File: src/rtl/alu_pkg.sv
// Shared opcode constants, command record, FSM state type and latency helper
// for the ALU issue controller.
package alu_pkg;

  localparam logic [2:0] OP_ADD = 3'b000;
  localparam logic [2:0] OP_SUB = 3'b001;
  localparam logic [2:0] OP_MUL = 3'b010;
  localparam logic [2:0] OP_DIV = 3'b011;
  localparam logic [2:0] OP_MOD = 3'b100;
  localparam logic [2:0] OP_POW = 3'b101;
  localparam logic [2:0] OP_RS  = 3'b110;
  localparam logic [2:0] OP_LS  = 3'b111;

  typedef enum logic [1:0] {
    ST_IDLE = 2'd0,
    ST_EXEC = 2'd1,
    ST_DONE = 2'd2
  } state_e;

  typedef struct packed {
    logic [31:0] a;
    logic [31:0] b;
    logic [2:0]  op;
  } cmd_t;

  // Settle cycles the downstream ALU needs before its output may be sampled.
  function automatic int unsigned lat(input logic [2:0] op, input int unsigned mc_cycles);
    case (op)
      OP_ADD, OP_SUB, OP_RS, OP_LS: return 1;
      default:                      return mc_cycles;
    endcase
  endfunction

endpackage

File: src/rtl/alu_cmd_fifo.sv
// Command buffer for the ALU issue controller: power-of-two depth, no bypass,
// a push into a full buffer is refused even when a pop happens in the same cycle.
module alu_cmd_fifo #(
  parameter int DEPTH = 4,
  parameter int WIDTH = 67
) (
  input  logic             clk,
  input  logic             rst_n,
  input  logic             push_i,
  input  logic [WIDTH-1:0] wdata_i,
  input  logic             pop_i,
  output logic [WIDTH-1:0] rdata_o,
  output logic             full_o,
  output logic             empty_o
);

  localparam int PTR_W = $clog2(DEPTH);

  logic [WIDTH-1:0] mem_q [DEPTH];
  logic [PTR_W-1:0] wr_ptr_q, rd_ptr_q;
  logic [PTR_W:0]   count_q;
  logic             do_push, do_pop;

  assign full_o  = (count_q == (PTR_W+1)'(DEPTH));
  assign empty_o = (count_q == '0);
  assign do_push = push_i && !full_o;
  assign do_pop  = pop_i && !empty_o;
  assign rdata_o = mem_q[rd_ptr_q];

  // Pointers wrap naturally because DEPTH is a power of two.
  always_ff @(posedge clk or negedge rst_n) begin
    if (!rst_n) begin
      wr_ptr_q <= '0;
      rd_ptr_q <= '0;
      count_q  <= '0;
    end else begin
      if (do_push) wr_ptr_q <= wr_ptr_q + PTR_W'(1);
      if (do_pop)  rd_ptr_q <= rd_ptr_q + PTR_W'(1);
      case ({do_push, do_pop})
        2'b10:   count_q <= count_q + (PTR_W+1)'(1);
        2'b01:   count_q <= count_q - (PTR_W+1)'(1);
        default: count_q <= count_q;
      endcase
    end
  end

  always_ff @(posedge clk) begin
    if (do_push) mem_q[wr_ptr_q] <= wdata_i;
  end

endmodule

File: src/rtl/alu_issue_ctrl.sv
// Issues buffered commands one at a time to an external combinational ALU and
// returns registered results. Optional macro: ALU_DIVZERO_CHK_EN.
module alu_issue_ctrl
  import alu_pkg::*;
#(
  parameter int FIFO_DEPTH = 4,
  parameter int MC_CYCLES  = 3
) (
  input  logic        clk,
  input  logic        rst_n,
  input  logic        in_valid,
  output logic        in_ready,
  input  logic [31:0] in_a,
  input  logic [31:0] in_b,
  input  logic [2:0]  in_op,
  output logic [31:0] alu_a,
  output logic [31:0] alu_b,
  output logic [2:0]  alu_cs,
  input  logic [31:0] alu_y,
  output logic        out_valid,
  input  logic        out_ready,
  output logic [31:0] out_y,
  output logic [2:0]  out_op,
  output logic        out_err,
  output logic        busy,
  output state_e      dbg_state_o
);

  localparam int CNT_W = (MC_CYCLES > 1) ? $clog2(MC_CYCLES) : 1;

  // Handshake: a transfer happens on a rising edge where valid and ready are both
  // high; valid never waits on ready, and the payload holds until the transfer.
  state_e           state_q, state_d;
  logic [CNT_W-1:0] cnt_q, cnt_d;
  logic [31:0]      a_q, a_d, b_q, b_d, out_y_q, out_y_d;
  logic [2:0]       op_q, op_d, out_op_q, out_op_d;
  logic             divz_q, divz_d, out_err_q, out_err_d, out_valid_q, out_valid_d;
  logic             fifo_full, fifo_empty, pop;
  logic             head_divz;
  cmd_t             head, in_cmd;

  assign in_cmd = '{a: in_a, b: in_b, op: in_op};

  alu_cmd_fifo #(
    .DEPTH(FIFO_DEPTH),
    .WIDTH($bits(cmd_t))
  ) u_fifo (
    .clk    (clk),
    .rst_n  (rst_n),
    .push_i (in_valid),
    .wdata_i(in_cmd),
    .pop_i  (pop),
    .rdata_o(head),
    .full_o (fifo_full),
    .empty_o(fifo_empty)
  );

`ifdef ALU_DIVZERO_CHK_EN
  assign head_divz = ((head.op == OP_DIV) || (head.op == OP_MOD)) && (head.b == '0);
`else
  assign head_divz = 1'b0;
`endif

  always_comb begin
    state_d     = state_q;
    cnt_d       = cnt_q;
    a_d         = a_q;
    b_d         = b_q;
    op_d        = op_q;
    divz_d      = divz_q;
    out_y_d     = out_y_q;
    out_op_d    = out_op_q;
    out_err_d   = out_err_q;
    out_valid_d = out_valid_q;
    pop         = 1'b0;
    case (state_q)
      ST_IDLE: begin
        if (!fifo_empty) begin
          pop     = 1'b1;
          a_d     = head.a;
          b_d     = head.b;
          op_d    = head.op;
          divz_d  = head_divz;
          cnt_d   = head_divz ? '0 : CNT_W'(lat(head.op, MC_CYCLES) - 1);
          state_d = ST_EXEC;
        end
      end
      ST_EXEC: begin
        if (cnt_q == '0) begin
          out_y_d     = divz_q ? '0 : alu_y;
          out_op_d    = op_q;
          out_err_d   = divz_q;
          out_valid_d = 1'b1;
          state_d     = ST_DONE;
        end else begin
          cnt_d = cnt_q - CNT_W'(1);
        end
      end
      ST_DONE: begin
        if (out_ready) begin
          out_valid_d = 1'b0;
          state_d     = ST_IDLE;
        end
      end
      default: state_d = ST_IDLE;
    endcase
  end

  always_ff @(posedge clk or negedge rst_n) begin
    if (!rst_n) begin
      state_q     <= ST_IDLE;
      cnt_q       <= '0;
      a_q         <= '0;
      b_q         <= '0;
      op_q        <= '0;
      divz_q      <= 1'b0;
      out_y_q     <= '0;
      out_op_q    <= '0;
      out_err_q   <= 1'b0;
      out_valid_q <= 1'b0;
    end else begin
      state_q     <= state_d;
      cnt_q       <= cnt_d;
      a_q         <= a_d;
      b_q         <= b_d;
      op_q        <= op_d;
      divz_q      <= divz_d;
      out_y_q     <= out_y_d;
      out_op_q    <= out_op_d;
      out_err_q   <= out_err_d;
      out_valid_q <= out_valid_d;
    end
  end

  assign in_ready    = !fifo_full;
  assign alu_a       = a_q;
  assign alu_b       = b_q;
  assign alu_cs      = op_q;
  assign out_valid   = out_valid_q;
  assign out_y       = out_y_q;
  assign out_op      = out_op_q;
  assign out_err     = out_err_q;
  assign busy        = (state_q != ST_IDLE) || !fifo_empty;
  assign dbg_state_o = state_q;

endmodule

File: config.mk
export PLATFORM = sky130hd
export DESIGN_NAME = alu_issue_ctrl
export DESIGN_NICKNAME = d
export VERILOG_FILES = /design/src/rtl/alu_pkg.sv /design/src/rtl/alu_cmd_fifo.sv /design/src/rtl/alu_issue_ctrl.sv
export SDC_FILE = /design/constraint.sdc
export NUM_CORES = 1
export LEC_CHECK = 0
export ABC_CLOCK_PERIOD_IN_PS = 2800
export BUFFER_PORTS_ARGS = -buffer_cell sky130_fd_sc_hd__buf_4
export CORE_MARGIN = 2
export CORE_UTILIZATION = 40
export DETAILED_ROUTE_END_ITERATION = 12
export GPL_TIMING_DRIVEN = 1
export MAX_ROUTING_LAYER = met4
export PLACE_DENSITY_LB_ADDON = 0.1
export REMOVE_ABC_BUFFERS = 1
export SYNTH_ARGS = -nofsm -noshare
export SYNTH_HDL_FRONTEND = slang
export SYNTH_SLANG_ARGS = --single-unit
File: constraint.sdc
create_clock -name clk -period 2.8 [get_ports clk]
set_input_delay 0 -clock clk [delete_from_list [all_inputs] [get_ports clk]]
set_output_delay 0 -clock clk [all_outputs]
set_load 0.005 [all_outputs]
==> qor.yml, run 1 <==
areaGrowthSynthToFinish_pct: 31.6
switchingPower_w: 0.00554
synth_largest_area_cell: "edfxtp_1"
synth_area_mm2: 0.0142
layout_min_cycle_time_ns: 2.25
drc: 0
p_comb_share_pct: 31.3
yosysWarnings: 0
status: "finished clean"
fp-row-count: 68
clkLatencyLatePin_ns: 0.52
r2r-start: "u_fifo.count_q[0]"
start_util_pct: 40.8
cts_tree: "yes"
fillers: 2729
grt_max_degree: 70
clock_tree.buffer_depth: 3
gp_congestion: 0.725
final.setup.worst_slack_ns: 0.554
ys_seq_area_share_pct: 76.9
maxSlewViolCount: 0
drt-total-wl_mm: 29.5
viasPerCell: 4.90
r2r_cells: 8
synthCells: 624
clock-root-buffer: "clkbuf_16"
max_clock_freq_ghz: 0.445
antenna_cells: 0
antenna_found_initial: 0
h-tree-depth: 2
power.density_mw_per_mm2: 1080
rsz0062_at_grt: "no"
leakage_nw: 6.99
chipHeight_um: 192
cp-endpoint: "u_fifo.count_q[2]"
grt_pass1_wl_mm: 45.5
crit_required_ns: 3.20
p_sw_share_pct: 27.6
drt_iter0_drc: 310
port_buffers: 209
r2r-end: "u_fifo.count_q[2]"
dp_hpwl_mm: 17.7
grt_util_met3_pct: 3.82
hold_viol: 0
drive_gt1_share_pct: 41.1
grt_pass1_vias: 7991
detail_route.wl_per_cell_um: 20.2
vias: 7148
startpoint: "u_fifo.count_q[0]"
grt-busiest-layer: "met2"
cts_resized: 0
synth_top_flop_cell: "edfxtp_1"
hold_class: "in -> async"
critPathKind: "reg -> reg"
num_io_pins: 211
drt-pass1-iter-count: 4
cts_buffers: 41
syn_area_per_cell_um2: 22.7
final_nets: 1079
final_util_pct: 53.7
synth_top_cell_area_share_pct: 56.8
setup_viol: 0
die_x_um: 192
clock_sinks: 382
p_int_w: 0.0145
endpoint_kind: "flip-flop"
maxSlewHeadroom_pct: 57.3
cp.arrival_ns: 2.65
core_area_mm2: 0.0347
grt_use_met1_pct: 20.6
pwr-share-clk_pct: 25.4
cp_max_fo: 5
r2r_slack_ns: 0.55
clk_pin_slew_ns: 0.06
fin_crit_sh_pct: 80.2
dieArea_mm2: 0.0369
seqPwrFrac_pct: 43.3
grt_overflow_total: 0
synth_edf_count: 268
finClkSkew_ns: 0.0120
place_ws_ns: 0.560
ys_types: 37
peakVddDrop_mv: 0.572
maxCapViolations: 0
cp-start-kind: "flip-flop"
met2_usage_pct: 28.6
worstMarginPinSlew_ns: 0.641
final_antenna_net_count: 0
ys_async_sr_fraction_pct: 29.8
yosys-top-cells-area: "edfxtp_1 57%, dfrtp_1 20%, mux4_2 11%"
ys_seq_elements: 382
grt_usage_pct: 16.8
[Yosys cell counts (2+ instances only)]
master    count
mux2_2       47
and3_1        4
xnor2_1       6
ha_1          5
clkbuf_1      5
mux2_1       49
buf_12        2
mux2_4        8
edfxtp_1    268
dfrtp_1     114
buf_2         4
mux4_2       67
nor2_1        4
buf_6         8
inv_1         3
o21ai_0       2
buf_4         8
[cell usage in the layout, fill, tap and decap left out, drive strengths merged]
cell           n
edfxtp       268
dlygate4sd3  102
clkbuf        63
xor2           1
dfrtp        114
xnor2          6
buf          228
nor2           4
nor4bb         1
nand2b         1
nor3           2
nand3b         1
nand2          2
or2            1
a21oi          1
conb           1
mux2i          1
nand3          1
mux2         104
fa             1
nor3b          1
and2           1
ha             5
or3            1
a21o           1
o21ai          2
and3           4
clkinv        11
inv            4
mux4          67
bufinv         2
or3b           1
[layer usage]
layer,wire (um),share of wire (%),vias up
met4,454,1.5,0
met2,15000,51,194
li1,-,-,3199
met3,1790,6.1,40
met1,12300,42,3715
met5,0,0,-
[kinds of logic (layout without fill, tap and decap cells)]
group | count (synthesis) | count (layout) | synth area share, %
flops | 382 | 382 | 76.9
mux | 172 | 172 | 19.2
buf+inv | 31 | 410 | 1.72
simple gates | 21 | 21 | 0.954
xor+xnor | 7 | 7 | 0.433
fa+ha+maj | 6 | 6 | 0.583
compound gates | 4 | 4 | 0.159
other cells | 1 | 1 | 0.0265
[worst min-delay path by stage]
stage	startpoint	to	slack, ns	depth (start not counted)
after floorplan	rst_n	alu_a[0]	-0.30	0
after global placement	rst_n	alu_a[14]	0.06	1
after detailed placement	rst_n	out_y[21]	0.08	1
after CTS	rst_n	out_y[6]	0.06	2
after global routing	rst_n	alu_a[9]	0.09	2
final	rst_n	out_y[21]	0.05	2
[state kept, by name, summed over array words and instances, names as in the netlist]
name	flops
out_y	32
u_fifo.mem_q	268
cnt_q	2
u_fifo.rd_ptr_q	2
dbg_state_o	2
alu_cs	3
u_fifo.count_q	3
u_fifo.wr_ptr_q	2
out_op	3
out_valid	1
alu_a	32
alu_b	32
[worst max-delay path, cell delays in order (launching register included)]
cell	delay (ns)
dfrtp_1	0.44
or3_1	0.42
nand2_2	0.12
clkinv_2	0.09
ha_1	0.25
fa_1	0.44
xnor2_1	0.17
nor2_1	0.06
xor2_1	0.13
[final cells by class]
class | instances | area (um2) | area share [%]
Multi-Input combinational cell | 211 | 3050 | 16.3
Tap cell | 455 | 569 | 3.05
Clock inverter | 13 | 111 | 0.597
Inverter | 4 | 16.3 | 0.0872
Timing Repair Buffer | 330 | 2830 | 15.2
Sequential cell | 382 | 10900 | 58.5
Clock buffer | 63 | 1170 | 6.28
[repair_timing]
| item | 4_1_cts | 5_1_grt |
|---|---|---|
| hold buffers | 102 | 0 |
| setup buffers | 0 | 0 |
| endpoints found under the hold margin | 345 | 0 |
[per-stage QoR]
| step | std cells | hold WS (ns) | instance area [um2] | power, W | TNS, ns |
|---|---|---|---|---|---|
| floorplan | 597 | -0.296 | 13900 | 0.0123 | -66.49 |
| global placement | 1280 | 0.0632 | 16400 | 0.0150 | 0 |
| detailed placement | 1280 | 0.0778 | 16400 | 0.0152 | 0 |
| CTS | 1458 | 0.0554 | 18700 | 0.0205 | 0 |
| global route | 1458 | 0.0923 | 18700 | 0.0212 | 0 |
| finish | 1458 | 0.0453 | 18700 | 0.0201 | 0 |
[power by group through the flow]
stage | Sequential, W | Combinational, W | Clock [W]
after floorplan | 0.00891 | 0.00341 | 0
after global placement | 0.00872 | 0.00624 | 0
after detailed placement | 0.00883 | 0.00633 | 0
after CTS | 0.00873 | 0.00647 | 0.00527
after global routing | 0.00889 | 0.00684 | 0.00550
final | 0.00868 | 0.00628 | 0.00510
No activity file was read; power rests on OpenSTA's default activity.
==> run 2: changes to the inputs <==
--- a/config.mk
+++ b/config.mk
@@ -5,7 +5,7 @@
 export SDC_FILE = /design/constraint.sdc
 export NUM_CORES = 1
 export LEC_CHECK = 0
-export ABC_CLOCK_PERIOD_IN_PS = 2800
+export ABC_CLOCK_PERIOD_IN_PS = 2000
 export BUFFER_PORTS_ARGS = -buffer_cell sky130_fd_sc_hd__buf_4
 export CORE_MARGIN = 2
 export CORE_UTILIZATION = 40
==> constraint.sdc (replaced) <==
create_clock -name clk -period 2 [get_ports clk]
set_input_delay 0 -clock clk [delete_from_list [all_inputs] [get_ports clk]]
set_output_delay 0 -clock clk [all_outputs]
set_load 0.005 [all_outputs]
==> qor.yml, run 2 (same netlist as run 1, synthesis figures left out) <==
worstMarginPinSlew_ns: 0.596
detail_route.wl_per_cell_um: 20.6
placed_cell_area_mm2: 0.0165
gp_congestion: 0.714
fin_crit_sh_pct: 104
layout_min_cycle_time_ns: 2.07
fp-row-count: 68
grt_pass1_wl_mm: 46.0
crit_buf_inv: 2
cp_max_fo: 2
top_layer: "met4"
finClkSkew_ns: 0.0229
cts_buffers: 40
drc: 0
drt-total-wl_mm: 30.3
violations: "negative setup slack"
drt_iter0_drc: 442
startpoint: "u_fifo.count_q[0]"
vias: 7236
port_buffers: 209
final_antenna_net_count: 0
cp_top_family: "simple AND/OR/NAND/NOR gates"
final_nets: 1092
antenna_found_initial: 0
drt-pass1-iter-count: 5
grt_max_degree: 60
wl_met2_mm: 15.2
num_io_pins: 211
core_area_mm2: 0.0347
clock-root-buffer: "clkbuf_16"
p_sw_share_pct: 27.5
antenna_cells: 0
crit_chain: "buf_6 -> or3b_4 -> and2_4 -> inv_4 -> ha_4 -> fa_2 -> mux2_4"
hold_class: "in -> async"
clkLatencyLatePin_ns: 0.53
power.density_mw_per_mm2: 1550
areaGrowthSynthToFinish_pct: 34.7
clk_pin_slew_ns: 0.06
mostFrequentLayoutCell: "edfxtp_1"
maxSlewHeadroom_pct: 60.1
leakage_nw: 7.20
wl_met3_mm: 1.63
layout_common_cells: "268 x edfxtp_1, 222 x buf_4, 112 x dfrtp_1"
cts_tree: "yes"
seqPwrFrac_pct: 40.4
p_comb_share_pct: 32.8
critPathSlowestCell: "fa_2"
clock_sinks: 382
switchingPower_w: 0.00812
h-tree-depth: 2
clock_tree.buffer_depth: 3
status: "finished, violations left"
viasPerCell: 4.92
final.setup.worst_slack_ns: -0.0703
design_area_mm2: 0.0191
dp_hpwl_mm: 18.0
maxSlewViolCount: 0
rsz0062_at_grt: "yes"
chipHeight_um: 192
p_int_w: 0.0214
peakVddDrop_mv: 0.920
dieArea_mm2: 0.0369
grt_pass1_vias: 8148
setup_viol: 2
die_x_um: 192
cp-start-kind: "flip-flop"
grt_usage_pct: 16.9
largest_reg_flops: 268
crit_required_ns: 2.39
max_clock_freq_ghz: 0.483
pwr-share-clk_pct: 26.8
hold_viol: 0
drive_gt1_share_pct: 43.9
worst_path_largest_cell_delay_ns: 0.41
grt_overflow_total: 0
wl_met1_mm: 12.7
top_register: "u_fifo.mem_q"
critPathKind: "reg -> reg"
cp.arrival_ns: 2.46
r2r-start: "u_fifo.count_q[0]"
p_total_w: 0.0295
fillers: 2673
endpoint_kind: "flip-flop"
maxCapViolations: 0
start_util_pct: 40.8
==> run 2: path summary, 6_finish.rpt <==
check | slack (ns) | cells past startpoint | endpoint
worst max register to register | -0.07 | 7 | u_fifo.count_q[1]
worst min register to register | 0.49 | 1 | alu_a[0]
max in group asynchronous | 0.99 | 3 | out_y[30]
worst max-delay path | -0.07 | 7 | u_fifo.count_q[1]
min in group clk | 0.21 | 2 | u_fifo.mem_q[2][3]
worst min-delay path | 0.03 | 3 | alu_b[31]
==> run 2: cell type report <==
cell class / count / area (um2) / share of cell area [%]
Multi-Input combinational cell: 211 / 3070 / 16.1
Clock buffer: 56 / 1190 / 6.25
Timing Repair Buffer: 344 / 3070 / 16.1
Tap cell: 455 / 569 / 2.98
Sequential cell: 382 / 10900 / 57.1
Clock inverter: 18 / 255 / 1.34
Inverter: 4 / 18.8 / 0.0983
==> run 2: repair_timing <==
item,CTS,global route
setup buffers,0,2
hold endpoints to repair,417,0
pin swaps,2,3
endpoints found under the setup margin,2,4
hold buffers,103,0
resized for setup,6,6
cloned,0,1
==> run 2: worst min-delay path: cells and delay by family <==
family,cells,cell delay [ns]
buffers and inverters,3,0.93
==> run 2: layer usage <==
metal / vias to the layer above / GRT usage (%)
met5: - / -
met2: 212 / 28.8
li1: 3224 / -
met1: 3744 / 20.3
met3: 56 / 3.36
met4: 0 / 5.75
==> run 2: through the flow <==
step	util (%)	instances	worst slack [ns]	hold slack, ns	TNS, ns
CTS	54.8	1467	-0.0527	0.0533	-0.101
floorplan	-	597	-1.81	-0.296	-313.18
global placement	47.6	1290	-0.0592	-0.123	-0.103
global route	55.0	1470	-0.118	0.0591	-0.182
finish	55.0	1470	-0.0703	0.0314	-0.0749
detailed placement	47.6	1290	-0.139	-0.123	-0.253
==> run 2: power by group through the flow <==
stage	registers, W	logic, W	clock network (W)
final	0.0119	0.00969	0.00793
after global routing	0.0122	0.0106	0.00844
after CTS	0.0120	0.00974	0.00812
after detailed placement	0.0121	0.00948	0
after global placement	0.0120	0.00930	0
after floorplan	0.0124	0.00458	0
